### src/rtl/if_stage.sv
`default_nettype none
// ============================================================================
// Module   : if_stage
// Purpose  : Instruction-fetch stage. Holds the PC, issues fetch requests to
//            an instruction memory with a ready handshake, and registers the
//            fetched instruction into the IF/ID pipeline register. A one-entry
//            skid buffer catches a response that lands during a load-use
//            stall. A DROP state swallows the response of a request that a
//            taken branch or jump has made stale.
// Ports    : Clk         - clock; state changes on the falling edge
//            Rst         - asynchronous active-high reset
//            bubble      - load-use stall: hold the PC and IF/ID
//            MEM_PCSrc   - taken branch/jump in MEM: redirect and flush
//            MEM_Target  - redirect address
//            imem_req    - fetch request valid
//            imem_addr   - fetch address, held until imem_ready
//            imem_ready  - response valid; completes the request
//            imem_rdata  - instruction word returned by memory
//            ID_PC4      - PC+4 of the instruction in ID
//            ID_Instr    - instruction in ID (32'h0 is a NOP)
//            ID_valid    - ID_Instr holds a real instruction
//            IF_wait     - fetch is stalled waiting on memory
// Revision : 1.0 - initial release
// ============================================================================
module if_stage #(
    parameter logic [31:0] RESET_PC = 32'h0000_0000
) (
    input  logic        Clk,
    input  logic        Rst,
    input  logic        bubble,
    input  logic        MEM_PCSrc,
    input  logic [31:0] MEM_Target,
    output logic        imem_req,
    output logic [31:0] imem_addr,
    input  logic        imem_ready,
    input  logic [31:0] imem_rdata,
    output logic [31:0] ID_PC4,
    output logic [31:0] ID_Instr,
    output logic        ID_valid,
    output logic        IF_wait
);

    localparam logic [1:0] S_FETCH = 2'd0;
    localparam logic [1:0] S_HOLD  = 2'd1;
    localparam logic [1:0] S_DROP  = 2'd2;

    localparam logic [31:0] C_RESET_PC = RESET_PC & 32'hFFFF_FFFC;

    logic [1:0]  state_q,      state_d;
    logic [31:0] pc_q,         pc_d;
    logic [31:0] req_addr_q,   req_addr_d;
    logic [31:0] skid_instr_q, skid_instr_d;
    logic [31:0] skid_pc4_q,   skid_pc4_d;
    logic [31:0] id_pc4_q,     id_pc4_d;
    logic [31:0] id_instr_q,   id_instr_d;
    logic        id_valid_q,   id_valid_d;

    logic [31:0] w_pc4;
    logic [31:0] w_target;

    // PC+4 wraps naturally in 32 bits; every loaded address is word aligned.
    assign w_pc4    = pc_q + 32'd4;
    assign w_target = MEM_Target & 32'hFFFF_FFFC;

    assign imem_req  = !Rst && (state_q != S_HOLD);
    assign imem_addr = req_addr_q;
    assign IF_wait   = (state_q == S_FETCH) && imem_req && !imem_ready;

    assign ID_PC4   = id_pc4_q;
    assign ID_Instr = id_instr_q;
    assign ID_valid = id_valid_q;

    always_comb begin
        state_d      = state_q;
        pc_d         = pc_q;
        req_addr_d   = req_addr_q;
        skid_instr_d = skid_instr_q;
        skid_pc4_d   = skid_pc4_q;
        id_pc4_d     = id_pc4_q;
        id_instr_d   = id_instr_q;
        id_valid_d   = id_valid_q;

        if (MEM_PCSrc) begin
            // Redirect outranks a stall: flush IF/ID and the skid buffer.
            id_pc4_d     = 32'h0;
            id_instr_d   = 32'h0;
            id_valid_d   = 1'b0;
            pc_d         = w_target;
            skid_instr_d = 32'h0;
            skid_pc4_d   = 32'h0;
            case (state_q)
                S_FETCH: begin
                    if (imem_ready) begin
                        // Response completes now and is simply not used.
                        req_addr_d = w_target;
                    end else begin
                        // Request still in flight; let it finish in DROP.
                        state_d = S_DROP;
                    end
                end
                S_HOLD: begin
                    state_d    = S_FETCH;
                    req_addr_d = w_target;
                end
                S_DROP:  state_d = S_DROP;
                default: begin
                    state_d    = S_FETCH;
                    req_addr_d = w_target;
                end
            endcase
        end else begin
            case (state_q)
                S_FETCH: begin
                    if (imem_ready) begin
                        pc_d = w_pc4;
                        if (bubble) begin
                            // ID cannot take it; park the word in the skid.
                            skid_instr_d = imem_rdata;
                            skid_pc4_d   = w_pc4;
                            state_d      = S_HOLD;
                        end else begin
                            id_pc4_d   = w_pc4;
                            id_instr_d = imem_rdata;
                            id_valid_d = 1'b1;
                            req_addr_d = w_pc4;
                        end
                    end else if (!bubble) begin
                        id_pc4_d   = 32'h0;
                        id_instr_d = 32'h0;
                        id_valid_d = 1'b0;
                    end
                end
                S_HOLD: begin
                    if (!bubble) begin
                        id_pc4_d   = skid_pc4_q;
                        id_instr_d = skid_instr_q;
                        id_valid_d = 1'b1;
                        req_addr_d = pc_q;
                        state_d    = S_FETCH;
                    end
                end
                S_DROP: begin
                    // Stale response is consumed here and never stored.
                    if (!bubble) begin
                        id_pc4_d   = 32'h0;
                        id_instr_d = 32'h0;
                        id_valid_d = 1'b0;
                    end
                    if (imem_ready) begin
                        req_addr_d = pc_q;
                        state_d    = S_FETCH;
                    end
                end
                default: begin
                    req_addr_d = pc_q;
                    state_d    = S_FETCH;
                end
            endcase
        end
    end

    always_ff @(negedge Clk or posedge Rst) begin
        if (Rst) begin
            state_q      <= S_FETCH;
            pc_q         <= C_RESET_PC;
            req_addr_q   <= C_RESET_PC;
            skid_instr_q <= 32'h0;
            skid_pc4_q   <= 32'h0;
            id_pc4_q     <= 32'h0;
            id_instr_q   <= 32'h0;
            id_valid_q   <= 1'b0;
        end else begin
            state_q      <= state_d;
            pc_q         <= pc_d;
            req_addr_q   <= req_addr_d;
            skid_instr_q <= skid_instr_d;
            skid_pc4_q   <= skid_pc4_d;
            id_pc4_q     <= id_pc4_d;
            id_instr_q   <= id_instr_d;
            id_valid_q   <= id_valid_d;
        end
    end

endmodule
`default_nettype wire

### config.mk
export PLATFORM = sky130hd
export DESIGN_NAME = if_stage
export DESIGN_NICKNAME = d
export VERILOG_FILES = /design/src/rtl/if_stage.sv
export SDC_FILE = /design/constraint.sdc
export NUM_CORES = 1
export LEC_CHECK = 0
export CELL_PAD_IN_SITES_DETAIL_PLACEMENT = 2
export CELL_PAD_IN_SITES_GLOBAL_PLACEMENT = 2
export CORE_ASPECT_RATIO = 0.5
export CORE_UTILIZATION = 35
export CTS_CLUSTER_SIZE = 16
export DETAILED_ROUTE_END_ITERATION = 10
export PLACE_DENSITY_LB_ADDON = 0.1
export SKIP_LAST_GASP = 1
export SLEW_MARGIN = 20
export SYNTH_ARGS = -nofsm -noshare
export SYNTH_HDL_FRONTEND = slang
export SYNTH_SLANG_ARGS = --single-unit
### constraint.sdc
create_clock -name Clk -period 11.9 [get_ports Clk]
set_clock_uncertainty 0.1 [all_clocks]
set_input_delay 2.38 -clock Clk [delete_from_list [all_inputs] [get_ports Clk]]
set_output_delay 2.38 -clock Clk [all_outputs]
set_load 0.01 [all_outputs]
* Word level (Yosys, flattened, before mapping)
Index checks and enable logic that the tools add are counted.
Word-level totals: bits in registers 195, bits of input ports 69, output and inout port bits 99, word-level logic and storage cells 80
Operators by class: $add $sub $neg 1, equality and inequality tests 13, reductions and logical operators 15, multiplexer cells 43
Operators by type and width (number):
- $mux W32 | 26
- $pmux W32 S3 | 3
- $pmux W32 S2 | 1
- $add A32 B3 Y32 const B | 1
- $ne A3 B3 Y1 const B | 6
- $mux W2 | 6
- $reduce_and A5 Y1 | 2
- $ne A2 B2 Y1 const B | 3
- $pmux W2 S3 | 1
- $reduce_and A3 Y1 | 2
- $reduce_bool A2 Y1 | 3
- $mux W1 | 4
- $ne A4 B4 Y1 const B | 1
- $pmux W2 S2 | 1
- $reduce_bool A4 Y1 | 1
- $logic_and A1 B1 Y1 | 3
- $pmux W1 S3 | 1
- $eq A2 B1 Y1 const B | 1
- $eq A2 B2 Y1 const B | 1
- $logic_not A1 Y1 | 2
- $logic_not A2 Y1 | 1
- $ne A2 B1 Y1 const B | 1
- $reduce_and A2 Y1 | 1

* Logic depth before layout (Yosys ltp)
Gate-level depths: netlist (run 1).
depth in word-level cells 5, mapped depth 10, gate-level depth less buffers 7

==> results of run 1 <==
state kept, by name, summed over array words and instances, names as in the netlist:
name,flops
imem_addr,31
pc_q,30
ID_valid,1
skid_instr_q,32
ID_Instr,32
skid_pc4_q,31
state_q,2
ID_PC4,32
area by class of cell:
cell class / instances / area, um^2
timing repair buffer: 193 / 1860
fill: 3381 / 17300
tap: 423 / 529
multi-input combinational: 1011 / 5820
inverter: 12 / 50.0
sequential: 191 / 4780
clock buffer: 25 / 475
clock inverter: 5 / 106
worst max-delay path by stage:
stage                           startpoint                        to  slack [ps]  cells past startpoint
floorplan                              Rst   ID_Instr[0]$_DFFE_NP0P_        1130                      1
global placement                    bubble   ID_Instr[3]$_DFFE_NP0P_        1260                      6
detailed placement                  bubble  ID_Instr[11]$_DFFE_NP0P_        1270                      6
CTS                 state_q[0]$_DFFE_NP0P_                   IF_wait        1050                      5
global route        state_q[0]$_DFFE_NP0P_                   IF_wait         970                      5
finish              state_q[0]$_DFFE_NP0P_                   IF_wait        1080                      5
layer usage:
layer	share of wire, %	vias to the layer above	track usage, %
met3	3.3	44	4.20
met5	0	-	0
met2	48	185	44.3
met4	1.7	0	7.51
li1	-	4893	-
met1	47	5642	35.1
where the power goes:
group	internal [mW]	total, mW	switching (mW)
clock network	0.341	0.609	0.268
registers	0.823	0.966	0.143
logic	0.623	1.58	0.962
total	1.79	3.16	1.37
metrics by stage:
stage,hold slack (ps),utilization (%)
floorplan,299,-
global placement,315,42.2
detailed placement,330,42.2
CTS,332,44.1
global route,356,44.1
finish,330,44.1
Yosys cell counts (15+ instances only):
cell,number,area (um^2)
a221o_1,19,190
a21oi_1,109,546
nor3_1,21,105
buf_2,27,135
nor2_1,45,169
xor2_1,25,219
o21ai_0,126,631
clkbuf_1,74,278
o211ai_1,20,150
xnor2_1,43,377
nand4_1,19,119
dfrtn_1,191,4780
mux2_2,15,169
nand3_1,43,215
nand2b_1,33,206
nand2_1,301,1130
cells by family after synthesis:
| kind of cell | Yosys count | synth area share [%] |
|---|---|---|
| simple gates | 531 | 22.1 |
| compound gates | 385 | 21.5 |
| flops | 191 | 42.5 |
| buf+inv | 139 | 5.94 |
| xor+xnor | 68 | 5.30 |
| mux | 23 | 2.22 |
| fa+ha+maj | 4 | 0.446 |
critical path, cell delays in order (launching register included):
cell,delay [ps]
dfrtn_1,360
inv_1,130
ha_4,150
inv_1,290
nor4_1,440
clkdlybuf4s50_1,610
==> results.tsv, run 1 <==
stage	metric	value	unit
status	outcome	finished, final reports clean	
timing	relative slew slack	30.3	%
yosys	Post-synth EDFFs	0	
timing	count of final setup violators	0	
cts	clock transition at the registers of the reported paths	50	ps
global_route	largest net degree at the start of global routing	103	
global_route	gr usage total	26.3	%
cts	H-Tree Depth	4	
die	die height	129	um
cts	TritonCTS clock tree	built	
timing	RSZ-0062 raised after global routing	false	
die	die boundary width	255	um
global_route	initial antenna violation count	0	
placement	dpl hpwl	27700	um
timing	Fin Setup TNS	0	ps
drt	Vias/cell	5.79	
worst_setup_path	FF-to-FF setup slack	8390	ps
cells_and_area	most frequent cells in the layout	nand2_1, dfrtn_1, clkdlybuf4s50_1	
min_path	HP Class	reg2reg	
global_route	gr ovfl total	0	
worst_setup_path	crit path capture type	output port	
worst_setup_path	Worst setup SP type	flip-flop	
min_path	min-delay src	skid_pc4_q[8]$_DFFE_NP0P_	
cts	setup bufs post-CTS	0	
die	Core ar.	0.0309	mm^2
cts	clock latency on the worst-skew pair	420	ps
die	I/O pins	168	
yosys	Post-Syn Area	0.0112	mm^2
cts	cts repair resizes	0	
yosys	sequential share of the synthesized area	42.5	%
yosys	syn_nets	1414	
drt	Detail Route Antenna Nets	0	
drt	Post-Route WL	42600	um
timing	worst setup margin	1080	ps
cells_and_area	commonest non-fill, non-tap cell in the layout	nand2_1	
min_path	Hold EP	skid_pc4_q[8]$_DFFE_NP0P_	
placement	Placed Instances	1830	
cells_and_area	n_diodes	0	
placement	dpl cell area	0.0130	mm^2
placement	Placement Setup Slack	1270	ps
drt	residual DRC count	0	
die	Cell Rows	45	
yosys	Most used DFF post-synth	dfrtn_1	
cts	clk buf depth	2	
worst_setup_path	WP data required	9420	ps
yosys	Syn. warnings	0	
yosys	Post-synth ARST share	100	%
worst_setup_path	Crit Path Category	reg2out	
power	Overall Power	3.16	mW
cts	CTS Sinks	191	
cts	hold_buf cts	0	
global_route	vias in the first global route	11900	
die	die area	0.0329	mm^2
timing	max-slew violations	0	
yosys	Seq cells post-synth	191	
worst_setup_path	R2R depth	9	
timing	Fin. Hold Viols	0	
die	Starting Density	36.3	%
cts	clk root buf	clkbuf_16	
yosys	Syn Inst Count	1341	
cells_and_area	Area Overhead vs Synth	21.3	%
yosys	Distinct cells, synth	71	
min_path	hold path cells	1	
global_route	global-route wire length before repair	67500	um
cells_and_area	Non-Filler Instances	1860	
run	Max-Cap Viols	0	
worst_setup_path	CP max FO	13	
worst_setup_path	r2r endpoint	imem_addr[23]$_DFFE_NP0P_	
cells_and_area	Final Cell Area	0.0136	mm^2
drt	average routed wire per standard cell	22.9	um
worst_setup_path	r2r startpoint	state_q[1]$_DFFE_NP0P_	
drt	1st-iter DRT viols	602	
placement	port buffer count	165	
cells_and_area	layout cells sized above 1	6.96	%
timing	Worst-Margin Slew	1040	ps
drt	drt pass-1 iters	5	
yosys	Avg Cell Area, Syn	8.38	um^2
cells_and_area	Final Net Count	1499	
power	Pleak	5.33	nW
worst_setup_path	crit path DAT	8340	ps
drt	routed via count	10800	
power	Worst IR Drop VDD	0.000121	V
placement	routability cong.	0.796	
power	PwrDens	232	mW/mm^2
cts	total CTS buffers	17	
No activity file was read; power rests on OpenSTA's default activity.
==> run 2: changes to the inputs <==
--- a/config.mk
+++ b/config.mk
@@ -12,6 +12,7 @@
 export CTS_CLUSTER_SIZE = 16
 export DETAILED_ROUTE_END_ITERATION = 10
 export PLACE_DENSITY_LB_ADDON = 0.1
+export REMOVE_ABC_BUFFERS = 1
 export SKIP_LAST_GASP = 1
 export SLEW_MARGIN = 20
 export SYNTH_ARGS = -nofsm -noshare
==> run 2 against run 1 <==
  * Critical endpoint unchanged
  * Worst setup slack got worse by 420 ps
  * Clock power grew 4.9%
  * Routed wire length is 4.1% higher
==> results.tsv, run 2 (synthesis results as in run 1) <==
stage	metric	value	unit
cts	hold_buf cts	0	
cts	clock transition at the registers of the reported paths	50	ps
global_route	vias in the first global route	12100	
cts	H-Tree Depth	4	
worst_setup_path	crit path capture type	output port	
global_route	largest net degree at the start of global routing	103	
die	I/O pins	168	
drt	Detail Route Antenna Nets	0	
min_path	HP Class	reg2reg	
cells_and_area	layout cells sized above 1	7.11	%
placement	routability cong.	0.802	
cts	clk buf depth	2	
drt	residual DRC count	0	
worst_setup_path	CP max FO	35	
global_route	global-route wire length before repair	69700	um
worst_setup_path	crit path DAT	8760	ps
drt	1st-iter DRT viols	587	
cts	cts repair resizes	0	
timing	relative slew slack	20.5	%
cells_and_area	most frequent cells in the layout	nand2_1, dfrtn_1, clkdlybuf4s50_1	
timing	Fin. Hold Viols	0	
placement	port buffer count	165	
global_route	gr ovfl total	0	
power	Pleak	5.33	nW
die	die area	0.0329	mm^2
drt	Vias/cell	5.87	
cells_and_area	final core utilization	44.2	%
power	Worst IR Drop VDD	0.000163	V
drt	met2 routed WL	22200	um
drt	Met3 Wirelength	1150	um
timing	count of final setup violators	0	
timing	Worst-Margin Slew	1180	ps
cells_and_area	Final Net Count	1494	
cts	CTS Sinks	191	
cts	clk root buf	clkbuf_16	
timing	max-slew violations	0	
worst_setup_path	WP data required	9420	ps
global_route	initial antenna violation count	0	
cts	setup bufs post-CTS	0	
timing	Hold WS	326	ps
worst_setup_path	Worst setup SP type	flip-flop	
global_route	gr usage total	27.2	%
drt	Post-Route WL	44400	um
drt	DRT met1 WL	20300	um
placement	dpl cell area	0.0130	mm^2
drt	drt pass-1 iters	5	
die	Core ar.	0.0309	mm^2
worst_setup_path	Crit Path Category	reg2out	
placement	dpl hpwl	28100	um
drt	average routed wire per standard cell	23.9	um
die	Starting Density	36.3	%
cts	clock latency on the worst-skew pair	420	ps
drt	top layer in use	met4	
cells_and_area	Final Cell Area	0.0136	mm^2
timing	RSZ-0062 raised after global routing	false	
die	die height	129	um
die	die boundary width	255	um
cells_and_area	commonest non-fill, non-tap cell in the layout	nand2_1	
drt	routed via count	10900	
run	Max-Cap Viols	0	
cells_and_area	Area Overhead vs Synth	21.5	%
cts	total CTS buffers	17	
timing	worst setup margin	657	ps
power	PwrDens	236	mW/mm^2
cts	TritonCTS clock tree	built	
status	outcome	finished, final reports clean	
die	Cell Rows	45	
placement	Placement Setup Slack	1110	ps
cells_and_area	n_diodes	0	
==> run 2: worst paths after layout <==
check                      slack [ps]  cells after the start                           end                      start
max                               660                      5                       IF_wait     state_q[0]$_DFFE_NP0P_
min                               330                      2     imem_addr[13]$_DFFE_NP0P_  imem_addr[13]$_DFFE_NP0P_
max reg2reg                      8220                      9        ID_PC4[20]$_DFFE_NP0P_     state_q[0]$_DFFE_NP0P_
min reg2reg                       330                      2     imem_addr[13]$_DFFE_NP0P_  imem_addr[13]$_DFFE_NP0P_
max in group asynchronous        2480                      3  skid_instr_q[19]$_DFFE_NP0P_                        Rst
min in group asynchronous        8280                      2     imem_addr[29]$_DFFE_NP0P_                        Rst
==> run 2: routing by layer <==
layer  vias up  GRT usage, %
li1       4882             -
met1      5784          34.8
met2       185          48.2
met3        53          3.37
met4         0          9.04
met5         -             0
==> run 2: area by class of cell <==
class	count	area (um^2)
fillers	3379	17300
multi-input cells	1011	5820
flip-flops and latches	191	4780
repair buffers	188	1840
well taps	423	529
clock buffers	19	433
clock inverters	13	186
inverters	12	53.8
==> run 2: power breakdown <==
part           total (mW)  leakage [nW]  internal [mW]  switching, mW
clock network       0.639         0.290          0.353          0.286
registers           0.966          2.45          0.822          0.143
logic                1.61          2.59          0.620          0.991
==> run 2: stage by stage <==
stage	TNS [ps]	instances	power (mW)
2_1_floorplan	-348720	1214	1.84
3_3_place_gp	0	1825	2.48
3_5_place_dp	0	1825	2.57
4_1_cts	0	1857	3.23
5_1_grt	0	1857	3.40
6_report	0	1857	3.22
==> run 2: critical path, cell delays in order (launching register included) <==
cell,delay [ps]
dfrtn_1,360
inv_1,130
ha_4,470
inv_1,400
nor4_1,410
clkdlybuf4s50_1,600
==> run 3: changes to the inputs <==
--- a/config.mk
+++ b/config.mk
@@ -5,12 +5,14 @@
 export SDC_FILE = /design/constraint.sdc
 export NUM_CORES = 1
 export LEC_CHECK = 0
+export CAP_MARGIN = 10
 export CELL_PAD_IN_SITES_DETAIL_PLACEMENT = 2
 export CELL_PAD_IN_SITES_GLOBAL_PLACEMENT = 2
 export CORE_ASPECT_RATIO = 0.5
 export CORE_UTILIZATION = 35
 export CTS_CLUSTER_SIZE = 16
 export DETAILED_ROUTE_END_ITERATION = 10
+export MAX_ROUTING_LAYER = met4
 export PLACE_DENSITY_LB_ADDON = 0.1
 export REMOVE_ABC_BUFFERS = 1
 export SKIP_LAST_GASP = 1
==> run 3 against run 2 <==
  * Clock power barely moved
  * Cell area rose by 0.17%
  * First-iteration DRC count fell by 3.4%
  * Critical endpoint unchanged
  * Power barely moved
  * Cell count barely moved
  * Die area did not move
  * Via count rose by 0.40%
  * Highest routed layer unchanged
  * Global-route usage rose by 0.85 points
  * Register-to-register slack barely moved
  * Sequential cell count did not move
  * Largest cell class unchanged
  * Critical path depth did not move
  * Utilization rose by 0.077 points
==> results.tsv, run 3 (synthesis results as in run 1) <==
stage	metric	value	unit
global_route	initial antenna violation count	0	
placement	dpl hpwl	28100	um
timing	Worst-Margin Slew	1110	ps
cells_and_area	filler cell count	3379	
run	Max-Cap Viols	0	
timing	max-slew violations	0	
drt	average routed wire per standard cell	23.8	um
worst_setup_path	crit path DAT	8760	ps
worst_setup_path	crit path capture type	output port	
cts	cts repair resizes	0	
cts	total CTS buffers	17	
placement	Placed Instances	1825	
timing	relative slew slack	25.0	%
cts	clk root buf	clkbuf_16	
die	Starting Density	36.3	%
status	outcome	finished, final reports clean	
cts	H-Tree Depth	4	
worst_setup_path	Crit Path Category	reg2out	
drt	routed via count	10900	
power	Worst IR Drop VDD	0.000163	V
drt	drt pass-1 iters	5	
drt	Detail Route Antenna Nets	0	
timing	RSZ-0062 raised after global routing	false	
timing	Fin. Hold Viols	0	
drt	1st-iter DRT viols	567	
global_route	gr ovfl total	0	
cells_and_area	Final Net Count	1495	
cts	CTS Sinks	191	
global_route	vias in the first global route	12100	
drt	Post-Route WL	44300	um
cts	TritonCTS clock tree	built	
cts	clock latency on the worst-skew pair	420	ps
global_route	gr usage total	28.1	%
cts	hold_buf cts	0	
power	PwrDens	235	mW/mm^2
cells_and_area	commonest non-fill, non-tap cell in the layout	nand2_1	
timing	Fin Setup TNS	0	ps
worst_setup_path	Worst setup SP type	flip-flop	
die	I/O pins	168	
cts	setup bufs post-CTS	0	
cells_and_area	layout cells sized above 1	7.18	%
worst_setup_path	WP data required	9420	ps
cts	clk buf depth	2	
global_route	global-route wire length before repair	69600	um
power	Pleak	5.34	nW
die	Cell Rows	45	
min_path	min-delay src	skid_pc4_q[26]$_DFFE_NP0P_	
worst_setup_path	Worst setup startpoint	state_q[0]$_DFFE_NP0P_	
timing	Hold WS	327	ps
cells_and_area	Area Overhead vs Synth	21.7	%
drt	Vias/cell	5.89	
placement	port buffer count	165	
global_route	largest net degree at the start of global routing	103	
timing	count of final setup violators	0	
min_path	HP Class	reg2reg	
die	die boundary width	255	um
cells_and_area	final core utilization	44.2	%
worst_setup_path	CP max FO	35	
cts	clock transition at the registers of the reported paths	50	ps
power	Overall Power	3.21	mW
die	Core ar.	0.0309	mm^2
drt	residual DRC count	0	
worst_setup_path	r2r startpoint	state_q[0]$_DFFE_NP0P_	
cells_and_area	most frequent cells in the layout	nand2_1, dfrtn_1, clkdlybuf4s50_1	
cells_and_area	Non-Filler Instances	1858	
cells_and_area	n_diodes	0	
die	die height	129	um
placement	routability cong.	0.813	
die	die area	0.0329	mm^2
-- run 3: final timing paths --
path	slack (ps)	cells after the start	endpoint
setup / recovery	660	5	IF_wait
hold / removal	330	2	skid_pc4_q[26]$_DFFE_NP0P_
setup reg to reg	8210	9	ID_PC4[20]$_DFFE_NP0P_
hold reg to reg	330	2	skid_pc4_q[26]$_DFFE_NP0P_
max in group asynchronous	2480	3	skid_instr_q[19]$_DFFE_NP0P_
min in group asynchronous	8280	2	imem_addr[29]$_DFFE_NP0P_
-- run 3: critical path, stage by stage, from the launching register on --
cell and delay, ps:
dfrtn_1 360, inv_1 130, ha_4 470, inv_1 390, nor4_1 410, clkdlybuf4s50_1 600
-- run 3: through the flow --
| stage | setup slack, ps | cell area, um^2 |
|---|---|---|
| finish | 665 | 13700 |
| CTS | 637 | 13600 |
| floorplan | -1540 | 10600 |
| detailed placement | 1110 | 13000 |
| global route | 529 | 13700 |
| global placement | 1220 | 13000 |
-- run 3: power breakdown --
part           leakage (nW)  internal [mW]  switching, mW  total, mW
sequential             2.45          0.822          0.143      0.965
clock                 0.290          0.353          0.285      0.638
combinational          2.60          0.622          0.989       1.61
-- run 3: metal layers --
metal / wire length [um] / part of all wire (%) / global-route usage [%]
met5: 0 / 0 / -
met2: 22200 / 50 / 48.2
met1: 20200 / 46 / 34.9
met4: 673 / 1.5 / 8.89
met3: 1140 / 2.6 / 3.21
-- run 3: cell type report --
class	count	area [um^2]	area share [%]
clock buffer	19	433	3.17
clock inverter	13	186	1.36
inverter	12	53.8	0.393
multi-input combinational	1011	5820	42.6
sequential	191	4780	35.0
tap	423	529	3.87
timing repair buffer	189	1870	13.7
==> patch, RTL diff (settings of run 3) <==
Make the reset (`Rst`) synchronous in one clocked block. Comments in the files are not updated.
--- a/src/rtl/if_stage.sv
+++ b/src/rtl/if_stage.sv
@@ -161,3 +161,3 @@
 
-    always_ff @(negedge Clk or posedge Rst) begin
+    always_ff @(negedge Clk) begin
         if (Rst) begin
Function: differs if Rst is asserted again (counterexample within 4 cycles, from zero or initial values and one cycle with Rst high); with Rst held inactive, the same outputs for 4 cycles.
==> patch against run 3 <==
  * Setup slack better by 0.70 ns
  * Area after synthesis down 18%
  * Sequential cell count down 2
  * Design area down 9.7%
  * Routed wire length down 13%
  * Die area down 17%
  * Critical path type is now in2reg
Power is not compared: it rests on default switching activity, and its combinational part moved more than twofold at a synthesized area within 25%.
==> patch: results (changes against run 3) <==
| Metric | Value |
|---|---|
| Outcome | finished, final reports clean |
| Tap Count | 344 (-19%) |
| CLK BUF | 17 (-2) |
| Layout cell share with drive strength beyond 1 | 6.395% (-0.78 points) |
| Reg2reg end | ID_PC4[18]$_SDFFE_NP0P_ |
| Sequential fraction of the synthesis area | 40.83% (-1.7 points) |
| Hold path start | skid_pc4_q[12]$_SDFFE_NP0P_ |
| Clk tree area frac | 10.33% (+5.8 points) |
| Reg2Reg Launch Point | pc_q[2]$_SDFFE_NP0P_ |
| Cells after Synth | 1133 (-16%) |
| Seq/total area | 30.63% (-4.3 points) |
| Max-slew headroom | 36.78% (+12 points) |
| Cells after DPL | 1547 (-15%) |
| NonClk Buf Share | 14.93% (+1.3 points) |
| Inverters | 11 (-1) |
| Final std cells w/o fill | 1768 (-4.8%) |
| WHS Endpoint | skid_pc4_q[12]$_SDFFE_NP0P_ |
| Fillcell total | 2870 (-15%) |
| Post-DP HPWL | 23240 um (-17%) |
| CP peak stage delay | 0.80 ns (+0.20 ns) |
| PortBufs | 163 (-1.2%) |
| All-Layer GR Usage | 29.59% (+1.5 points) |
| Sequential cell count | 189 (-1.0%) |
| Crit path from | imem_ready |
| Pre-CTS WS | 1.026 ns (-0.08311 ns) |
| Bufs w/o clock | 187 (-1.1%) |
| PnR worst setup slack | 1.364 ns (+0.6992 ns) |
| CP endpoint | pc_q[21]$_SDFFE_NP0P_ |
| DR iter-0 viols | 614 (+8.3%) |
| Post-synthesis adder-cell area fraction | 0.6751% (+0.23 points) |
| Most instantiated cells after synthesis | 189 x dfxtp_1, 131 x nor2_1, 126 x nand2_1 |
| Pin count of the biggest net entering global routing | 77 (-25%) |
| Crit path max fanout | 11 (-69%) |
| Worst r2r path cells | 6 (-3) |
| N_diodes | 1 (+1) |
| Reg-to-reg slack, setup | 8.59 ns (+0.38 ns) |
| Vias/cell | 5.702 (-3.2%) |
| FFs w/ async S/R, synth | 0% (-100 points) |
## patch: changes by cell type in the layout (fill, tap and decap cells not counted), moves of 43 or more
cell	run 3	this run
nand2_1	301	126
dfxtp_1	0	189
inv_1	10	199
dfrtn_1	191	0
nor2_1	45	130
o21ai_0	126	52
a22oi_1	3	46
## patch: routing by layer
layer | part of all wire, % | track usage (%) | vias up | wire length (um)
met5 | 0 | - | - | 0
met4 | 1.6 | 12.98 | 0 | 607
met3 | 3.7 | 7.146 | 52 | 1433
met2 | 49 | 49.00 | 253 | 18960
met1 | 46 | 34.52 | 5154 | 17620
li1 | - | - | 4622 | -
## patch: stage by stage
step	hold WS [ns]	total power, mW
2_1_floorplan	0.3360	0.9932
3_3_place_gp	0.3410	1.170
3_5_place_dp	0.3522	1.184
4_1_cts	0.3565	1.978
5_1_grt	0.3819	2.082
6_report	0.3590	1.947
## patch: worst min-delay path, stage by stage (launching register included)
cell	delay (ns)
dfxtp_1	0.30
nand2_1	0.05
a21oi_1	0.05
